## src/rtl/writeback_arbiter.sv

```systemverilog
// Writeback stage: per-unit result FIFOs (alu, mem, mul) drained round-robin into the register bank.
// Optional WB_BYPASS_EN: when every FIFO is empty, a valid input is written straight to the output register.
module writeback_arbiter #(
  parameter int FIFO_DEPTH     = 4,
  parameter int DATA_WIDTH     = 32,
  parameter int REG_ADDR_WIDTH = 5
) (
  input  logic                      clock,
  input  logic                      reset,
  input  logic                      alu_wb_oper,
  input  logic                      alu_wb_writereg,
  input  logic [REG_ADDR_WIDTH-1:0] alu_wb_regdest,
  input  logic [DATA_WIDTH-1:0]     alu_wb_wbvalue,
  input  logic                      mem_wb_oper,
  input  logic                      mem_wb_writereg,
  input  logic [REG_ADDR_WIDTH-1:0] mem_wb_regdest,
  input  logic [DATA_WIDTH-1:0]     mem_wb_wbvalue,
  input  logic                      mul_wb_oper,
  input  logic                      mul_wb_writereg,
  input  logic [REG_ADDR_WIDTH-1:0] mul_wb_regdest,
  input  logic [DATA_WIDTH-1:0]     mul_wb_wbvalue,
  output logic                      wb_alu_stall,
  output logic                      wb_mem_stall,
  output logic                      wb_mul_stall,
  output logic                      wb_rb_writeenable,
  output logic [REG_ADDR_WIDTH-1:0] wb_rb_regdest,
  output logic [DATA_WIDTH-1:0]     wb_rb_value,
  output logic                      wb_overflow
);

  localparam int PW = $clog2(FIFO_DEPTH);
  localparam int CW = PW + 1;
  localparam int EW = REG_ADDR_WIDTH + DATA_WIDTH;

  typedef enum logic [1:0] {U_ALU = 2'd0, U_MEM = 2'd1, U_MUL = 2'd2} unit_e;

  function automatic unit_e rr_next(input unit_e u);
    case (u)
      U_ALU:   return U_MEM;
      U_MEM:   return U_MUL;
      default: return U_ALU;
    endcase
  endfunction

  logic [2:0]    in_valid;
  logic [EW-1:0] in_entry [3];

  assign in_valid[0] = alu_wb_oper & alu_wb_writereg & (alu_wb_regdest != '0);
  assign in_valid[1] = mem_wb_oper & mem_wb_writereg & (mem_wb_regdest != '0);
  assign in_valid[2] = mul_wb_oper & mul_wb_writereg & (mul_wb_regdest != '0);
  assign in_entry[0] = {alu_wb_regdest, alu_wb_wbvalue};
  assign in_entry[1] = {mem_wb_regdest, mem_wb_wbvalue};
  assign in_entry[2] = {mul_wb_regdest, mul_wb_wbvalue};

  logic [EW-1:0] fifo_mem [3][FIFO_DEPTH];
  logic [PW-1:0] wr_ptr [3];
  logic [PW-1:0] rd_ptr [3];
  logic [CW-1:0] count [3];
  logic [CW-1:0] count_next [3];
  logic [2:0]    stall_q;
  unit_e         last_q;

  logic [2:0]    non_empty, push, accept, pop;
  logic          grant_valid, byp_valid, drop;
  unit_e         grant, byp_unit, cand;
  logic [EW-1:0] grant_entry;

  always_comb begin
    grant_valid = 1'b0;
    grant       = U_ALU;
    cand        = last_q;
    for (int unsigned u = 0; u < 3; u++) non_empty[u] = (count[u] != '0);
    for (int unsigned k = 0; k < 3; k++) begin
      cand = rr_next(cand);
      if (!grant_valid && non_empty[cand]) begin
        grant_valid = 1'b1;
        grant       = cand;
      end
    end
    grant_entry = fifo_mem[grant][rd_ptr[grant]];
  end

  // Bypass only fires when no FIFO holds anything, so it never competes with a FIFO grant.
  always_comb begin
    byp_valid = 1'b0;
    byp_unit  = U_ALU;
`ifdef WB_BYPASS_EN
    begin
      unit_e bc;
      bc = last_q;
      for (int unsigned k = 0; k < 3; k++) begin
        bc = rr_next(bc);
        if (!byp_valid && (non_empty == '0) && in_valid[bc]) begin
          byp_valid = 1'b1;
          byp_unit  = bc;
        end
      end
    end
`endif
  end

  always_comb begin
    drop = 1'b0;
    for (int unsigned u = 0; u < 3; u++) begin
      pop[u]    = grant_valid && (grant == unit_e'(u));
      push[u]   = in_valid[u] && !(byp_valid && (byp_unit == unit_e'(u)));
      // A full FIFO still takes a push when the same edge pops it.
      accept[u] = push[u] && ((count[u] != CW'(FIFO_DEPTH)) || pop[u]);
      drop      = drop | (push[u] & ~accept[u]);
      count_next[u] = count[u] + {{PW{1'b0}}, accept[u]} - {{PW{1'b0}}, pop[u]};
    end
  end

  always_ff @(posedge clock) begin
    if (!reset) begin
      for (int unsigned u = 0; u < 3; u++) begin
        wr_ptr[u] <= '0;
        rd_ptr[u] <= '0;
        count[u]  <= '0;
      end
      stall_q           <= '0;
      last_q            <= U_MUL;
      wb_rb_writeenable <= 1'b0;
      wb_rb_regdest     <= '0;
      wb_rb_value       <= '0;
      wb_overflow       <= 1'b0;
    end else begin
      for (int unsigned u = 0; u < 3; u++) begin
        if (accept[u]) begin
          fifo_mem[u][wr_ptr[u]] <= in_entry[u];
          wr_ptr[u]              <= wr_ptr[u] + 1'b1;
        end
        if (pop[u]) rd_ptr[u] <= rd_ptr[u] + 1'b1;
        count[u]   <= count_next[u];
        stall_q[u] <= (count_next[u] >= CW'(FIFO_DEPTH - 1));
      end
      wb_rb_writeenable <= grant_valid | byp_valid;
      if (grant_valid) begin
        {wb_rb_regdest, wb_rb_value} <= grant_entry;
        last_q                       <= grant;
      end else if (byp_valid) begin
        {wb_rb_regdest, wb_rb_value} <= in_entry[byp_unit];
        last_q                       <= byp_unit;
      end
      wb_overflow <= wb_overflow | drop;
    end
  end

  assign wb_alu_stall = stall_q[0];
  assign wb_mem_stall = stall_q[1];
  assign wb_mul_stall = stall_q[2];

endmodule

```

## config.mk

```make
export PLATFORM = sky130hd
export DESIGN_NAME = writeback_arbiter
export DESIGN_NICKNAME = d
export VERILOG_FILES = /design/src/rtl/writeback_arbiter.sv
export SDC_FILE = /design/constraint.sdc
export NUM_CORES = 1
export LEC_CHECK = 0
export BUFFER_PORTS_ARGS = -buffer_cell sky130_fd_sc_hd__buf_2
export CORE_ASPECT_RATIO = 2
export CORE_MARGIN = 2
export CORE_UTILIZATION = 60
export DETAILED_ROUTE_END_ITERATION = 8
export PLACE_DENSITY = 0.88
export SYNTH_ARGS = -nofsm -noshare
export SYNTH_HDL_FRONTEND = slang
export SYNTH_SLANG_ARGS = --single-unit
```

## constraint.sdc

```tcl
create_clock -name clock -period 3.9 [get_ports clock]
set_input_delay 0 -clock clock [delete_from_list [all_inputs] [get_ports clock]]
set_output_delay 0 -clock clock [all_outputs]
set_load 0.01 [all_outputs]
```

# After elaboration in Yosys (flattened, before gate mapping)
# Memory sizes are Yosys's and may differ from the RTL's.
# Index checks and enable logic that the tools add are counted.
totals:
  mem_bits_rw: 465
  latchBits: 0
  in_bits: 119
  register_bits: 44
  out_inout_bits: 42
  romBits: 0
  n_memories: 4
  elab_cells: 153
mem_list:
  columns: ["name", "words", "word_bits", "read_ports", "rd_clocked_by_memory_dff", "wr", "line", "source"]
  rows:
  - ["fifo_mem", 3, 148, 1, 0, 3, "55", "logic [EW-1:0] fifo_mem [3][FIFO_DEPTH];"]
  - ["count", 3, 3, 3, 0, 3, "58", "logic [CW-1:0] count [3];"]
  - ["rd_ptr", 3, 2, 4, 0, 3, "57", "logic [PW-1:0] rd_ptr [3];"]
  - ["wr_ptr", 3, 2, 3, 0, 3, "56", "logic [PW-1:0] wr_ptr [3];"]
op_classes:
  shifts: 0
  n_eq_ne: 8
  addsub: 12
  n_mux: 56
  n_div: 0
  n_bitwise: 28
  reduce_logical: 26
  n_mul: 0
  order_cmp: 13
op_table:
  columns: ["op", "count"]
  rows:
  - ["two-way mux 148 bit", 3]
  - ["demux 37 bit (select 2 bit)", 3]
  - ["two-way mux 37 bit", 5]
  - ["binary-select mux 37 bit (select 2 bit)", 1]
  - ["two-way mux 1 bit", 26]
  - ["two-way mux 2 bit", 9]
  - ["nonzero test 5 bit", 3]
  - ["adder 2 x 1 -> 2 bit (second input constant)", 6]
  - ["greater-or-equal comparator 3 bit (second input constant)", 4]
  - ["NOT 2 -> 3 bit", 4]
  - ["bitwise OR 1 bit", 12]
  - ["case mux 2 bit (2 select lines)", 3]
  - ["logical AND 1 bit", 11]
  - ["adder 3 x 1 -> 3 bit", 3]
  - ["bitwise AND 1 bit", 9]
  - ["greater-or-equal comparator 3 x 2 -> 1 bit (second input constant)", 3]
  - ["< comparator 2 x 3 -> 1 bit (second input constant)", 3]
  - ["< comparator 3 x 1 -> 1 bit (second input constant)", 3]
  - ["two-way mux 3 bit", 3]
  - ["!= test 3 bit (second input constant)", 3]
  - ["nonzero test 3 bit", 3]
  - ["subtractor 3 x 1 -> 3 bit", 3]
  - ["equality test 2 x 1 -> 1 bit (second input constant)", 4]
  - ["logical NOT 2 bit", 4]
  - ["other kinds (5)", 12]

# Longest topological paths before layout
logic_depth:
  depth_word: 20
  depth_mapped: 15
  ltp_nobuf: 13

# Worst setup path after synthesis
# OpenSTA, ideal clock, no wires.
synth_timing:
  path_type: "flip-flop to flip-flop"
  startpoint: "memory count[0][2] in the netlist's numbering"
  endpoint: "register stall_q[1]"
  arrival_ns: 3.020
  synth_period_minus_slack_ns: 3.134
  stages_incl_launch_ff: 15
  required_ns: 3.786
  setup_time_ns: 0.114
  path_buffers: 2
  path_slack_ns: 0.766
  cell_sequence: "dfxtp_1 -> o32ai_4 -> o211ai_2 -> inv_1 -> clkbuf_1 -> clkbuf_1 -> ha_1 -> inv_1 -> ha_1 -> inv_1 -> fa_1 -> xnor2_1 -> xnor2_1 -> and2_1 -> a21o_1"
synth_lines:
  columns: ["element", "line", "source"]
  rows:
  - ["start, declared", "58", null]
  - ["end signal, assigned by index", "135", "stall_q[u] <= (count_next[u] >= CW'(FIFO_DEPTH - 1));"]
  - ["end, declared", "60", "logic [2:0] stall_q;"]

==> impl_metrics.py <==
metrics = {
    "outcome": {
        "status": "completed",
    },
    "placed_design": {
        "dpl.hpwl_microns": 33200,
        "place_inst": 1955,
        "io_buffers": 160,
        "pre_cts_slack_ns": 0.695,
        "gp_congestion": 0.882,
    },
    "grt": {
        "grt_pass1_vias": 15000,
        "grt_pass1_wl_microns": 88800,
        "track_usage_pct": 34.0,
        "grt_max_degree": 145,
        "grt_antenna_before_repair": 3,
        "overflow": 0,
    },
    "setup_path": {
        "required_ns": 4.14,
        "worstPathArrival_ns": 3.56,
        "crit_path_max_fanout": 19,
        "r2r_slack_ns": 0.58,
        "crit_path_start_kind": "flop",
        "worstPathCellList": "nor3_2, o21bai_1, a21o_2, a31oi_1, and3_2, buf_4",
        "slowest_delay_ns": 0.74,
        "r2r_cells": 6,
        "reg2reg_from": "count[0][4]$_SDFF_PN0_",
        "end_kind": "flop",
        "slowest_stage": "and3_2",
        "path_class": "reg2reg",
        "r2r_end": "fifo_mem[2][62]$_DFFE_PP_",
    },
    "sta": {
        "setup_tns_ns": 0,
        "hold_viol": 0,
        "setup_viol": 0,
        "max_freq_mhz": 301,
        "worst_slack_ns": 0.575,
        "period_share_pct": 85.2,
        "rsz0062_at_grt": "false",
        "slew_viol_final": 0,
        "tightest_slew_ns": 0.973,
        "slew_headroom_pct": 35.1,
        "fin_hold_ws_ns": 0.127,
        "clock_skew_ns": 0.0265,
        "min_period_ns": 3.32,
    },
    "routing": {
        "via_per_inst": 6.88,
        "wl_per_cell_microns": 28.4,
        "drt_iter0_markers": 2258,
        "via_count": 14700,
        "drc": 0,
        "dr.pass1.iters": 6,
        "wl_microns": 61000,
        "ant_nets": 0,
    },
    "die": {
        "die_h_microns": 264,
        "fp-row-count": 95,
        "start_util_pct": 60.5,
        "die_w_microns": 134,
        "core-area_sq_um": 33500,
        "die-area_sq_um": 35400,
        "ios": 161,
    },
    "cts": {
        "cts_setup_buffers": 0,
        "cts.reportedPaths.clkPinSlew_ns": 0.07,
        "clock_latency_ns": 0.56,
        "numClockSinks": 509,
        "cts_tree": "yes",
        "numCtsBuffers": 40,
        "root_buffer": "clkbuf_16",
        "cts.path.max_buffers": 3,
        "h-tree-depth": 2,
    },
    "synth": {
        "syn_inst": 1424,
        "ys_async_sr_fraction_pct": 0,
        "synth.top_cells.by_count": "edfxtp_1 (456), o21ai_0 (116), a21oi_1 (108)",
        "ys_types": 52,
        "syn_avg_cell_area_sq_um": 14.2,
        "synth_edf_count": 456,
        "syn_nets": 1564,
        "synthesis.area_sq_um": 20300,
        "ys_seq_area_share_pct": 72.7,
        "yosys.cell_count.top_type": "edfxtp_1",
        "yosysWarnings": 0,
        "yosysTopAreaCellShare_pct": 67.5,
        "yosysTopAreaCell": "edfxtp_1",
        "synth_ff_type": "edfxtp_1",
        "synth_area_leaders": "edfxtp_1 (67%), dfxtp_1 (5.2%), o21ai_0 (2.9%)",
        "ys_ff_latch": 509,
    },
    "power_and_ir_drop": {
        "p_switching_mw": 7.10,
        "cellPowerDensity_nw_per_um2": 745,
        "ir_drop_mv": 0.896,
        "power_leakage_nw": 8.36,
        "power_frac_comb_pct": 39.7,
        "p_int_mw": 10.8,
        "seq_power_share_pct": 37.4,
        "sw_frac_of_total_pct": 39.7,
        "pwr-share-clk_pct": 22.9,
    },
    "hold_path": {
        "holdPathStages": 4,
        "whs_endpoint": "wb_overflow$_SDFF_PN0_",
        "hold_start": "mul_wb_oper",
        "min_path_type": "in2reg",
    },
    "layout": {
        "final_cells": 2144,
        "area_delta_synth_final_pct": 18.2,
        "layout.nets": 1814,
        "layout-drive-gt1-share_pct": 18.2,
    },
    "run": {
        "maxCapViolCount": 0,
    },
}
==> logic make-up (layout without fill, tap and decap cells) <==
group | Yosys count | after routing | share of synthesized area (%)
buffers and inverters | 119 | 401 | 2.55
AO/OA/AOI/OAI | 426 | 426 | 12.4
multiplexers | 74 | 74 | 3.87
other | 0 | 2 | 0
XOR/XNOR | 9 | 9 | 0.389
adder cells (fa/ha/maj) | 21 | 21 | 1.41
flip-flops | 509 | 509 | 72.7
AND/OR/NAND/NOR | 266 | 266 | 6.68
==> placed cells by master, fill, tap and decap left out, types with 6 or more instances in the layout <==
master and count:
buf_2 160, inv_1 17, o211ai_1 39, clkinv_1 8, buf_4 29, o21ai_1 30, mux2i_1 38, clkbuf_1 12
clkinv_2 7, edfxtp_1 456, dlygate4sd3_1 113, a21oi_1 108, nand3_1 77, nor2_1 19, a31oi_1 76, o31ai_1 37
and2_1 13, mux2_2 36, nand2_1 84, xnor2_1 8, ha_1 18, o21ai_0 116, clkbuf_16 42, nand2b_1 40
buf_12 6, and3_2 13, dfxtp_1 53
==> power groups by stage <==
stage | sequential (mW) | clock [mW] | combinational, mW
2_1_floorplan | 6.74 | 0 | 4.39
3_3_place_gp | 6.76 | 0 | 6.20
3_5_place_dp | 6.77 | 0 | 6.50
4_1_cts | 6.67 | 4.03 | 6.73
5_1_grt | 6.71 | 4.22 | 7.40
6_report | 6.69 | 4.08 | 7.09
==> routing by layer <==
layer  vias to the layer above  global-route usage (%)  part of all wire, %
li1                       5958                       -                    -
met1                      7006                    38.7                   30
met2                      1398                    56.9                   50
met3                       382                    6.06                   11
met4                         2                    25.4                  8.8
met5                         -                       0                0.021
==> what timing repair did <==
| item | in CTS | in global routing |
|---|---|---|
| hold buffers | 113 | 0 |
| endpoints found under the hold margin | 445 | 0 |
| gates resized for setup | 0 | 0 |
==> registers in the layout (all words and copies together), names as in the netlist <==
name	cells
last_q	2
count	9
stall_q	3
rd_ptr	6
wb_rb_regdest	5
wb_rb_value	32
fifo_mem	444
wb_overflow	1
wb_rb_writeenable	1
wr_ptr	6
==> how the worst max path moves through the flow <==
stage / startpoint / to / slack [ns] / depth (start not counted)
3_5_place_dp: count[0][4]$_SDFF_PN0_ / fifo_mem[2][53]$_DFFE_PP_ / 0.70 / 6
5_1_grt: count[0][2]$_SDFF_PN0_ / stall_q[2]$_SDFF_PN0_ / 0.33 / 11
4_1_cts: count[0][4]$_SDFF_PN0_ / stall_q[2]$_SDFF_PN0_ / 0.61 / 11
2_1_floorplan: count[0][2]$_SDFF_PN0_ / stall_q[1]$_SDFF_PN0_ / 0.77 / 14
6_report: count[0][4]$_SDFF_PN0_ / fifo_mem[2][62]$_DFFE_PP_ / 0.58 / 6
3_3_place_gp: count[0][4]$_SDFF_PN0_ / stall_q[2]$_SDFF_PN0_ / 0.88 / 11
==> worst max-delay path, delay by kind of cell, from the launching register on <==
| family | cells | cell delay, ns |
|---|---|---|
| AND/OR/NAND/NOR | 2 | 1.08 |
| buffers and inverters | 1 | 0.36 |
| flip-flops | 1 | 0.38 |
| AO/OA/AOI/OAI | 3 | 1.16 |
==> through the flow <==
step | util [%] | area, sq um | total power [mW]
after detailed placement | 64.3 | 21600 | 13.3
after CTS | 71.5 | 24000 | 17.4
after floorplan | - | 20300 | 11.1
after global placement | 64.3 | 21600 | 13.0
after global routing | 71.5 | 24000 | 18.3
final | 71.5 | 24000 | 17.9
==> final cells by class <==
| type | count | area [sq um] |
|---|---|---|
| Clock inverter | 20 | 183 |
| Inverter | 19 | 75.1 |
| Fill cell | 2029 | 9550 |
| Tap cell | 436 | 546 |
| Clock buffer | 54 | 1100 |
| Sequential cell | 509 | 14800 |
| Timing Repair Buffer | 308 | 2270 |
| Multi-Input combinational cell | 796 | 5040 |
| Antenna cell | 2 | 5.00 |
Power figures use the tool's default switching activity.
